<file path="config.mk">
export PLATFORM = sky130hd
export DESIGN_NAME = shift_add_seq
export DESIGN_NICKNAME = d
export VERILOG_FILES = /design/src/rtl/shift_add_seq.sv
export SDC_FILE = /design/constraint.sdc
export NUM_CORES = 1
export LEC_CHECK = 0
export BUFFER_PORTS_ARGS = -buffer_cell sky130_fd_sc_hd__buf_4
export CORE_MARGIN = 10
export CORE_UTILIZATION = 51
export DETAILED_ROUTE_END_ITERATION = 10
export PLACE_DENSITY = 0.71
export SYNTH_ARGS = -nofsm -noshare
export SYNTH_HDL_FRONTEND = slang
export SYNTH_SLANG_ARGS = --single-unit
</file>
<file path="constraint.sdc">
create_clock -name clk -period 6.1 [get_ports clk]
set_input_delay 0 -clock clk [delete_from_list [all_inputs] [get_ports clk]]
set_output_delay 0 -clock clk [all_outputs]
set_load 0.03 [all_outputs]
</file>
<file path="src/rtl/shift_add_seq.sv">
// shift_add_seq
// Sequential unsigned shift-and-add multiplier built around one shared adder.
// The adder is given ADD_WAIT settle cycles for every partial-product add.
//
// Ports
//   clk      rising-edge clock
//   rst_n    asynchronous active-low reset
//   start    multiply request, sampled only while ready is high
//   a        multiplicand, captured on the accept edge
//   b        multiplier, captured on the accept edge
//   ready    high only while idle
//   done     single-cycle pulse when product is valid
//   product  result register (2*WIDTH bits), held until the next result
//
// Configuration
//   SHIFT_ADD_EARLY_EXIT_EN  when defined, the FSM leaves for DONE as soon as
//                            the remaining multiplier bits are all zero.

module shift_add_seq #(
  parameter int WIDTH    = 8,
  parameter int ADD_WAIT = 2
) (
  input  logic               clk,
  input  logic               rst_n,
  input  logic               start,
  input  logic [WIDTH-1:0]   a,
  input  logic [WIDTH-1:0]   b,
  output logic               ready,
  output logic               done,
  output logic [2*WIDTH-1:0] product
);

  localparam int CNT_W = $clog2(WIDTH + 1);
  localparam logic [CNT_W-1:0] BITS_LAST = CNT_W'(WIDTH);
  localparam logic [3:0]       WAIT_INIT = 4'(ADD_WAIT - 1);

  typedef enum logic [2:0] {
    IDLE  = 3'd0,
    TEST  = 3'd1,
    WAIT  = 3'd2,
    SHIFT = 3'd3,
    DONE  = 3'd4
  } state_t;

  state_t             state_q, state_d;
  logic [2*WIDTH-1:0] acc_q, acc_d;
  logic [2*WIDTH-1:0] mcand_q, mcand_d;
  logic [WIDTH-1:0]   mplier_q, mplier_d;
  logic [CNT_W-1:0]   bitcnt_q, bitcnt_d;
  logic [3:0]         waitcnt_q, waitcnt_d;
  logic [2*WIDTH-1:0] product_q, product_d;

  // State and datapath registers; reset clears everything and drops any
  // operation in flight without producing a done pulse.
  always_ff @(posedge clk or negedge rst_n) begin
    if (!rst_n) begin
      state_q   <= IDLE;
      acc_q     <= '0;
      mcand_q   <= '0;
      mplier_q  <= '0;
      bitcnt_q  <= '0;
      waitcnt_q <= '0;
      product_q <= '0;
    end else begin
      state_q   <= state_d;
      acc_q     <= acc_d;
      mcand_q   <= mcand_d;
      mplier_q  <= mplier_d;
      bitcnt_q  <= bitcnt_d;
      waitcnt_q <= waitcnt_d;
      product_q <= product_d;
    end
  end

  // Next-state and datapath logic. The product register is loaded on the
  // transition into DONE, so it is already valid while done is high and
  // stays untouched for the whole of the following operation.
  always_comb begin
    state_d   = state_q;
    acc_d     = acc_q;
    mcand_d   = mcand_q;
    mplier_d  = mplier_q;
    bitcnt_d  = bitcnt_q;
    waitcnt_d = waitcnt_q;
    product_d = product_q;

    unique case (state_q)
      IDLE: begin
        if (start) begin
          acc_d     = '0;
          mcand_d   = {{WIDTH{1'b0}}, a};
          mplier_d  = b;
          bitcnt_d  = '0;
          waitcnt_d = '0;
          state_d   = TEST;
        end
      end

      TEST: begin
`ifdef SHIFT_ADD_EARLY_EXIT_EN
        // No multiplier bits left means acc already holds the product.
        if (mplier_q == '0) begin
          product_d = acc_q;
          state_d   = DONE;
        end else if (mplier_q[0]) begin
          waitcnt_d = WAIT_INIT;
          state_d   = WAIT;
        end else begin
          state_d   = SHIFT;
        end
`else
        if (mplier_q[0]) begin
          waitcnt_d = WAIT_INIT;
          state_d   = WAIT;
        end else begin
          state_d   = SHIFT;
        end
`endif
      end

      // acc and mcand are frozen here so the shared adder can settle; the
      // sum is only committed on the last wait cycle.
      WAIT: begin
        if (waitcnt_q == '0) begin
          acc_d   = acc_q + mcand_q;
          state_d = SHIFT;
        end else begin
          waitcnt_d = waitcnt_q - 4'd1;
        end
      end

      SHIFT: begin
        mcand_d  = {mcand_q[2*WIDTH-2:0], 1'b0};
        mplier_d = {1'b0, mplier_q[WIDTH-1:1]};
        bitcnt_d = bitcnt_q + 1'b1;
        if (bitcnt_d == BITS_LAST) begin
          product_d = acc_q;
          state_d   = DONE;
        end else begin
          state_d   = TEST;
        end
      end

      DONE: begin
        state_d = IDLE;
      end

      default: begin
        state_d = IDLE;
      end
    endcase
  end

  assign ready   = (state_q == IDLE);
  assign done    = (state_q == DONE);
  assign product = product_q;

endmodule

</file>
==> reports/metrics.yaml, run 1 <==
timing:
  fmax_mhz: 412
  hold_slack_ns: 0.163
  worst_pin_slew_ns: 1.12
  fin_crit_ns: 2.43
  min_period_over_period: 0.398
  setup_viol: 0
  tns_ns: 0
  rsz0062_at_grt: "false"
  maxSlewHeadroom: 0.250
  maxSlewViolCount: 0
  skew_ns: 0.00968
  finalHoldViolations: 0
yosys:
  ys_seq_area_frac: 0.472
  syn-num-nets: 387
  synth_warnings: 0
  syn-mean-instance-area_um2: 10.2
  synth_seq_cells: 67
  synth_edf_count: 0
  synth.distinct_cells: 53
  synthFlopType: "dfrtp_1"
  async_flop_share: 1.00
  synth_cells: 350
  syn-cell-area_um2: 3550
final_layout:
  nNetsFinal: 436
  diodes: 0
  layout-drive-gt1-share: 0.183
  post-route-util: 0.622
  syn_to_final_growth_pct: 19.0
worst_hold_path:
  min_path_type: "in -> reg"
floorplanning:
  fp.coreArea_um2: 6790
  dieArea_um2: 10700
  die_width_um: 103
  die_y_um: 103
  initial_core_util: 0.523
  row_count: 30
  ios: 37
setup_path:
  worstPathRequired_ns: 6.33
  start_kind: "flop"
  critical_path_arrival_ns: 2.65
  crit_path_top_delay_cell: "nand2_1"
  path_class: "reg -> reg"
  cp_max_fo: 29
  max_stage_delay_ns: 0.63
  path_cells: "inv_1, ha_1, nor3b_1, nand2_1, and3_1, a211o_1"
  cp-end-kind: "flop"
  reg2reg_setup_slack_ns: 3.67
clocking:
  clock-sinks: 67
  cts_made_buffers: 9
  cts_setup_buffers: 0
  cts_tree: "done"
  clock_latency_ns: 0.35
  cts_root_buf: "clkbuf_8"
  cts_resized: 0
  clk_path_buf_depth: 2
  cts.clk_slew.worst_paths_ns: 0.07
  htree_levels: 3
  ctsHoldBuffers: 17
drt:
  drt-vias-per-instance: 5.55
  routed_wl_um: 7910
  dr_total_vias: 2776
  drc: 0
  drt_iter0_drc: 107
  drt_pass1_iterations: 4
  ant_nets: 0
  wl_per_cell_um: 15.8
global_route:
  grt_max_degree: 68
  grt_pass1_wl_um: 13500
  grt-ovfl-total: 0
  first_global_vias: 2782
  antenna_found_initial: 0
  grt_use_total: 0.160
power_and_ir_drop:
  fin_total_pwr_mw: 2.03
  p_leak_nw: 2.01
  peakVddDrop_mv: 0.223
  p_per_area_nw_per_um2: 479
run:
  maxCapViolCount: 0
placement:
  numPortBuffers: 36
  dp_hpwl_um: 5220
  gp_congestion: 0.916
run_status:
  status: "complete, no violations"
==> layout make-up <==
cell class,instances,area (um^2)
clock buffer,9,124
clock inverter,7,68.8
fill,556,2560
inverter,9,33.8
multi-input combinational,259,1770
sequential,67,1680
tap,96,120
timing repair buffer,53,440
==> routing by layer <==
metal	vias up	track usage	wire [um]
met5	-	0	0
met4	0	0.0567	92
met3	9	0.0312	314
met2	48	0.263	3810
met1	1358	0.206	3690
li1	1361	-	-
==> cell usage after synthesis (4+ instances only) <==
| master | count | area [um^2] |
|---|---|---|
| a21oi_1 | 13 | 65.1 |
| nand2b_1 | 6 | 37.5 |
| xor2_1 | 5 | 43.8 |
| nand2_1 | 24 | 90.1 |
| clkbuf_1 | 6 | 22.5 |
| o21a_1 | 4 | 30.0 |
| dfrtp_1 | 67 | 1680 |
| a22o_1 | 12 | 105 |
| o211ai_1 | 6 | 45.0 |
| inv_1 | 9 | 33.8 |
| xnor2_1 | 4 | 35.0 |
| a31oi_1 | 4 | 25.0 |
| nor2_1 | 44 | 165 |
| o21ai_1 | 7 | 35.0 |
| a21o_1 | 6 | 45.0 |
| o22ai_1 | 12 | 75.1 |
| nand3_1 | 16 | 80.1 |
| o21ai_0 | 16 | 80.1 |
| buf_2 | 5 | 25.0 |
| nor3_1 | 6 | 30.0 |
| ha_1 | 17 | 213 |
| mux2_2 | 11 | 124 |
| mux2_1 | 5 | 56.3 |
==> cell usage in the layout, fill, tap and decap left out, types with 13 or more instances in the layout <==
cell,instances
dfrtp_1,67
nor2_1,44
buf_4,36
nand2_1,24
ha_1,17
dlygate4sd3_1,17
nand3_1,16
o21ai_0,16
a21oi_1,13
==> worst max-delay path, delay by kind of cell (launching register included) <==
kind	cells	cell delay, ns
and+or+nand+nor	3	1.41
DFF	1	0.41
AOI/OAI and AO/OA	1	0.23
adders and majority gates	1	0.17
buffers and inverters	1	0.08
==> power breakdown <==
part / internal [mW] / switching (mW)
clock network: 0.187 / 0.176
logic: 0.386 / 0.553
registers: 0.594 / 0.132
total: 1.17 / 0.861
==> kinds of logic (layout without fill, tap and decap cells) <==
family | count (synthesis) | after routing | share of synthesized area
adder cells (fa/ha/maj) | 18 | 18 | 0.0655
AND/OR/NAND/NOR | 119 | 119 | 0.163
buffers and inverters | 24 | 78 | 0.0317
AO/OA/AOI/OAI | 94 | 94 | 0.187
flip-flops | 67 | 67 | 0.472
XOR/XNOR | 9 | 9 | 0.0222
multiplexers | 19 | 19 | 0.0591
==> worst paths after layout <==
check / start / endpoint / cells after the start
min: start / state_q[0]$_DFFE_PN0P_ / 5
max: waitcnt_q[0]$_DFFE_PN0P_ / acc_q[11]$_DFFE_PN0P_ / 6
max reg2reg: waitcnt_q[0]$_DFFE_PN0P_ / acc_q[11]$_DFFE_PN0P_ / 6
max in group asynchronous: rst_n / waitcnt_q[0]$_DFFE_PN0P_ / 2
min in group asynchronous: rst_n / acc_q[8]$_DFFE_PN0P_ / 2
min reg2reg: acc_q[15]$_DFFE_PN0P_ / acc_q[15]$_DFFE_PN0P_ / 1
==> through the flow <==
| stage | area, um^2 | worst slack [ns] | std cells |
|---|---|---|---|
| finish | 4230 | 3.67 | 500 |
| global route | 4230 | 3.47 | 500 |
| CTS | 4230 | 3.67 | 500 |
| detailed placement | 3870 | 3.68 | 467 |
| global placement | 3870 | 3.79 | 467 |
| floorplan | 3550 | 4.12 | 350 |
==> sequential cells by signal, summed over array words and instances (netlist names) <==
name       flops
acc_q         16
mcand_q       16
product       16
mplier_q       8
bitcnt_q       4
waitcnt_q      4
state_q        3
No activity file was read; power rests on OpenSTA's default activity.
==> run 2: changes to the inputs <==
==> constraint.sdc (replaced) <==
create_clock -name clk -period 2.4 [get_ports clk]
set_input_delay 0 -clock clk [delete_from_list [all_inputs] [get_ports clk]]
set_output_delay 0 -clock clk [all_outputs]
set_load 0.03 [all_outputs]
==> reports/metrics.yaml, run 2 (synthesized netlist as in run 1, its figures left out) <==
setup_path:
  critical_path_arrival_ns: 2.42  # -0.23 ns
  start_kind: "flop"
  cp-end-kind: "flop"
  path_class: "reg -> reg"
  cp_max_fo: 4  # -86%
  worstPathRequired_ns: 2.64  # -3.69 ns
clocking:
  cts_tree: "done"
  htree_levels: 3  # unchanged
  clock_latency_ns: 0.34  # about the same
  cts_resized: 0  # unchanged
  clock-sinks: 67  # unchanged
  clk_path_buf_depth: 2  # unchanged
  cts.clk_slew.worst_paths_ns: 0.07  # about the same
  cts_made_buffers: 9  # unchanged
  cts_root_buf: "clkbuf_8"
drt:
  drt_iter0_drc: 163  # +52%
  drt_pass1_iterations: 4  # unchanged
  ant_nets: 0  # unchanged
  dr_total_vias: 2787  # +0.40%
  routed_wl_um: 7860  # -0.53%
  drt-vias-per-instance: 5.49  # -1.2%
  wl_per_cell_um: 15.5  # -2.1%
  drc: 0  # unchanged
worst_hold_path:
  min_path_type: "in -> reg"
power_and_ir_drop:
  peakVddDrop_mv: 0.633  # +180%
  p_leak_nw: 2.04  # +1.7%
  p_per_area_nw_per_um2: 1200  # +150%
  fin_total_pwr_mw: 5.13  # +150%
floorplanning:
  dieArea_um2: 10700  # unchanged
  row_count: 30  # unchanged
  fp.coreArea_um2: 6790  # unchanged
  initial_core_util: 0.523  # unchanged
  ios: 37  # unchanged
  die_width_um: 103  # unchanged
  die_y_um: 103  # unchanged
global_route:
  first_global_vias: 2833  # +1.8%
  grt-ovfl-total: 0  # unchanged
  grt_max_degree: 68  # unchanged
  antenna_found_initial: 0  # unchanged
  grt_use_total: 0.158  # -0.00172
  grt_pass1_wl_um: 13400  # -0.56%
final_layout:
  layout_commonest_cell: "dfrtp_1"
  nNetsFinal: 445  # +2.1%
  syn_to_final_growth_pct: 20.0
  fill_cells: 538  # -3.2%
  multi_input_area_um2: 1770  # unchanged
  post-route-util: 0.628  # +0.00516
  seqCellArea_um2: 1680  # unchanged
  final_cell_mix: "dfrtp_1, buf_4, nor2_1, nand2_1"
  diodes: 0  # unchanged
  layout-drive-gt1-share: 0.194  # +0.0110
timing:
  fmax_mhz: 459  # +11%
  maxSlewHeadroom: 0.442  # +0.191
  tns_ns: 0  # unchanged
  fin_crit_ns: 2.18  # -0.245 ns
  worst_pin_slew_ns: 0.838  # -0.283 ns
  rsz0062_at_grt: "false"
  min_period_over_period: 0.909  # +0.511
  maxSlewViolCount: 0  # unchanged
  setup_viol: 0  # unchanged
  finalHoldViolations: 0  # unchanged
  skew_ns: 0.00815  # -0.00154 ns
placement:
  gp_congestion: 0.898  # -2.0%
  numPortBuffers: 36  # unchanged
  dp_hpwl_um: 5440  # +4.2%
run:
  maxCapViolCount: 0  # unchanged
run_status:
  status: "complete, no violations"
## run 2: changes by cell type in the layout (fill, tap and decap cells not counted)
cell        delta
buf_4          +9
bufinv_16      -1
clkbuf_1       +2
clkbuf_8       +1
clkinvlp_4     -2
clkinv_4       -1
## run 2: metal layers
layer	vias to the layer above	routed length, um	track usage
met5	-	0	0
met4	0	125	0.0620
met3	13	360	0.0405
met2	57	3750	0.250
met1	1332	3630	0.203
li1	1385	-	-
## run 2: cell type report
cell class	instances	share of cell area
Clock buffer	12	0.0340
Inverter	9	0.00792
Timing Repair Buffer	62	0.119
Tap cell	96	0.0282
Multi-Input combinational cell	259	0.414
Sequential cell	67	0.393
Clock inverter	3	0.00352
## run 2: report_power, final
part | switching (mW) | internal (mW) | total, mW
sequential | 0.331 | 1.51 | 1.84
combinational | 1.43 | 1.06 | 2.50
clock | 0.402 | 0.393 | 0.795
total | 2.17 | 2.97 | 5.13
## run 2: metrics by stage
step,setup WS (ns),area (um^2),hold WS (ns),std cells
after CTS,0.214,4260,0.174,508
after detailed placement,0.248,3930,0.163,476
after global routing,0.0434,4260,0.230,508
after global placement,0.316,3930,0.162,476
final,0.220,4260,0.186,508
after floorplan,0.421,3550,-0.296,350
## run 2: path summary, 6_finish.rpt
kind / from / endpoint / slack [ns] / cells after the start
max: mcand_q[0]$_DFFE_PN0P_ / acc_q[10]$_DFFE_PN0P_ / 0.22 / 9
min: start / state_q[0]$_DFFE_PN0P_ / 0.19 / 5
max reg2reg: mcand_q[0]$_DFFE_PN0P_ / acc_q[10]$_DFFE_PN0P_ / 0.22 / 9
min reg2reg: product[8]$_DFFE_PN0P_ / product[8]$_DFFE_PN0P_ / 0.48 / 1
max in group asynchronous: rst_n / acc_q[7]$_DFFE_PN0P_ / 1.55 / 2
min in group asynchronous: rst_n / product[8]$_DFFE_PN0P_ / 0.28 / 2
## run 2: repair_timing
action                     CTS  global route
setup buffers                0             0
setup endpoints to repair    0             0
hold buffers                17             0
hold endpoints to repair    83             0
## run 2: critical path, stage by stage (launching register included)
cell	delay [ns]
dfrtp_1	0.39
ha_1	0.23
inv_1	0.07
fa_1	0.41
nor2b_1	0.13
o21ai_1	0.09
a21o_1	0.21
a21oi_1	0.28
nor3_1	0.08
o31ai_1	0.21
==> run 3: changes to the inputs <==
--- a/config.mk
+++ b/config.mk
@@ -5,7 +5,7 @@
 export SDC_FILE = /design/constraint.sdc
 export NUM_CORES = 1
 export LEC_CHECK = 0
-export BUFFER_PORTS_ARGS = -buffer_cell sky130_fd_sc_hd__buf_4
+export BUFFER_PORTS_ARGS = -buffer_cell sky130_fd_sc_hd__clkbuf_2
 export CORE_MARGIN = 10
 export CORE_UTILIZATION = 51
 export DETAILED_ROUTE_END_ITERATION = 10
==> reports/metrics.yaml, run 3 (synthesized netlist as in run 1, its figures left out) <==
run_status:
  status: "complete, no violations"
timing:
  maxSlewViolCount: 0  # unchanged
  tns_ns: 0  # unchanged
  fmax_mhz: 458  # -0.13%
  min_period_over_period: 0.910  # +0.00116
  worst_pin_slew_ns: 0.943  # +0.106 ns
  finalHoldViolations: 0  # unchanged
  setup_viol: 0  # unchanged
  rsz0062_at_grt: "false"
  layout_setup_ws_ns: 0.217  # -0.00278 ns
  maxSlewHeadroom: 0.371  # -0.0704
  skew_ns: 0.00901  # +0.000863 ns
  fin_crit_ns: 2.18  # +0.00278 ns
final_layout:
  final_cell_mix: "dfrtp_1, nor2_1, clkbuf_2, nand2_1"
  layout_commonest_cell: "dfrtp_1"
  fill_cells: 580  # +7.8%
  layout-drive-gt1-share: 0.197  # +0.00243
  diodes: 0  # unchanged
  syn_to_final_growth_pct: 18.2
  stdcell_count: 508  # unchanged
  nNetsFinal: 446  # +0.22%
worst_hold_path:
  min_path_type: "in -> reg"
  hold_start: "start"
  whs_endpoint: "state_q[0]$_DFFE_PN0P_"
  hold_path_depth: 5  # unchanged
global_route:
  grt-ovfl-total: 0  # unchanged
  grt_use_total: 0.157  # -0.000915
  grt_max_degree: 43  # -37%
  antenna_found_initial: 0  # unchanged
  grt_pass1_wl_um: 13300  # -1.3%
  first_global_vias: 2784  # -1.7%
setup_path:
  crit_path_top_delay_cell: "fa_1"
  path_class: "reg -> reg"
  reg2reg_setup_slack_ns: 0.22  # about the same
  path_depth: 9  # unchanged
  critical_path_arrival_ns: 2.40  # -0.02 ns
  worstPathRequired_ns: 2.62  # -0.02 ns
  critPathBufInv: 1  # unchanged
  path_cells: "ha_1, inv_1, fa_1, nor2b_1, o21ai_1, a21o_1, a21oi_1, o21a_1, o211ai_1"
  r2r_start: "mcand_q[0]$_DFFE_PN0P_"
  max_stage_delay_ns: 0.40  # about the same
  cp_max_fo: 4  # unchanged
  reg2reg_to: "acc_q[12]$_DFFE_PN0P_"
  start_kind: "flop"
  reg2reg_depth: 9  # unchanged
  startpoint: "mcand_q[0]$_DFFE_PN0P_"
  cp_top_family: "compound AO/OA/AOI/OAI gates"
  cp-end-kind: "flop"
drt:
  wl_per_cell_um: 15.6  # +1.1%
  ant_nets: 0  # unchanged
  drt-vias-per-instance: 5.63  # +2.6%
  drt_pass1_iterations: 4  # unchanged
  drt_iter0_drc: 135  # -17%
  drc: 0  # unchanged
  routed_wl_um: 7950  # +1.1%
  dr_total_vias: 2860  # +2.6%
clocking:
  cts_tree: "done"
  cts.clk_slew.worst_paths_ns: 0.07  # about the same
  htree_levels: 3  # unchanged
  cts_made_buffers: 9  # unchanged
  clock-sinks: 67  # unchanged
  cts_root_buf: "clkbuf_8"
  ctsHoldBuffers: 17  # unchanged
  clock_latency_ns: 0.34  # about the same
  cts_resized: 0  # unchanged
  clk_path_buf_depth: 2  # unchanged
  cts_setup_buffers: 0  # unchanged
placement:
  gp_congestion: 0.909  # +1.2%
  dp_hpwl_um: 5620  # +3.2%
  placed_cells: 477  # +0.21%
  numPortBuffers: 36  # unchanged
  place_worst_setup_slack_ns: 0.259  # +0.0111 ns
floorplanning:
  die_width_um: 103  # unchanged
  ios: 37  # unchanged
  initial_core_util: 0.523  # unchanged
  die_y_um: 103  # unchanged
  row_count: 30  # unchanged
  dieArea_um2: 10700  # unchanged
  fp.coreArea_um2: 6790  # unchanged
power_and_ir_drop:
  fin_total_pwr_mw: 5.24  # +2.1%
  p_per_area_nw_per_um2: 1250  # +3.6%
  peakVddDrop_mv: 0.826  # +31%
  p_leak_nw: 2.03  # -0.59%
run:
  maxCapViolCount: 0  # unchanged
-- run 3: cell types whose count changed in the layout (fill, tap and decap cells not counted), sizes merged --
cell    delta
buf       -34
clkbuf    +34
bufinv     +1
clkinv     -1
-- run 3: worst reg2reg max path: stages, from the launching register on --
cell	delay [ns]
dfrtp_1	0.37
ha_1	0.23
inv_1	0.07
fa_1	0.41
nor2b_1	0.12
o21ai_1	0.09
a21o_1	0.21
a21oi_1	0.28
o21a_1	0.19
o211ai_1	0.09
-- run 3: power by group --
group          internal, mW  total [mW]  switching (mW)
clock                 0.494       0.905           0.411
sequential             1.51        1.84           0.327
combinational          1.04        2.50            1.46
-- run 3: how the worst max path moves through the flow --
stage	endpoint
floorplan	acc_q[14]$_DFFE_PN0P_
global placement	acc_q[13]$_DFFE_PN0P_
detailed placement	acc_q[12]$_DFFE_PN0P_
CTS	acc_q[12]$_DFFE_PN0P_
global route	acc_q[12]$_DFFE_PN0P_
finish	acc_q[12]$_DFFE_PN0P_
-- run 3: through the flow --
stage          cell area, um^2   util  hold WS, ns
4_1_cts                   4200  0.619        0.179
3_3_place_gp              3850  0.567        0.191
6_report                  4200  0.619        0.168
2_1_floorplan             3550      -       -0.296
3_5_place_dp              3850  0.567        0.200
5_1_grt                   4200  0.619        0.208
-- run 3: per-layer routing --
layer	GRT usage	vias up	wire length, um
met5	0	-	0
met4	0.0535	0	97
met3	0.0419	13	331
met2	0.250	65	3710
met1	0.203	1402	3810
li1	-	1380	-
-- run 3: layout make-up --
cell class	instances	area (um^2)	area share
multi-input combinational	259	1770	0.420
timing repair buffer	63	425	0.101
sequential	67	1680	0.399
tap	96	120	0.0286
clock inverter	3	40.0	0.00953
inverter	9	33.8	0.00804
clock buffer	11	141	0.0336
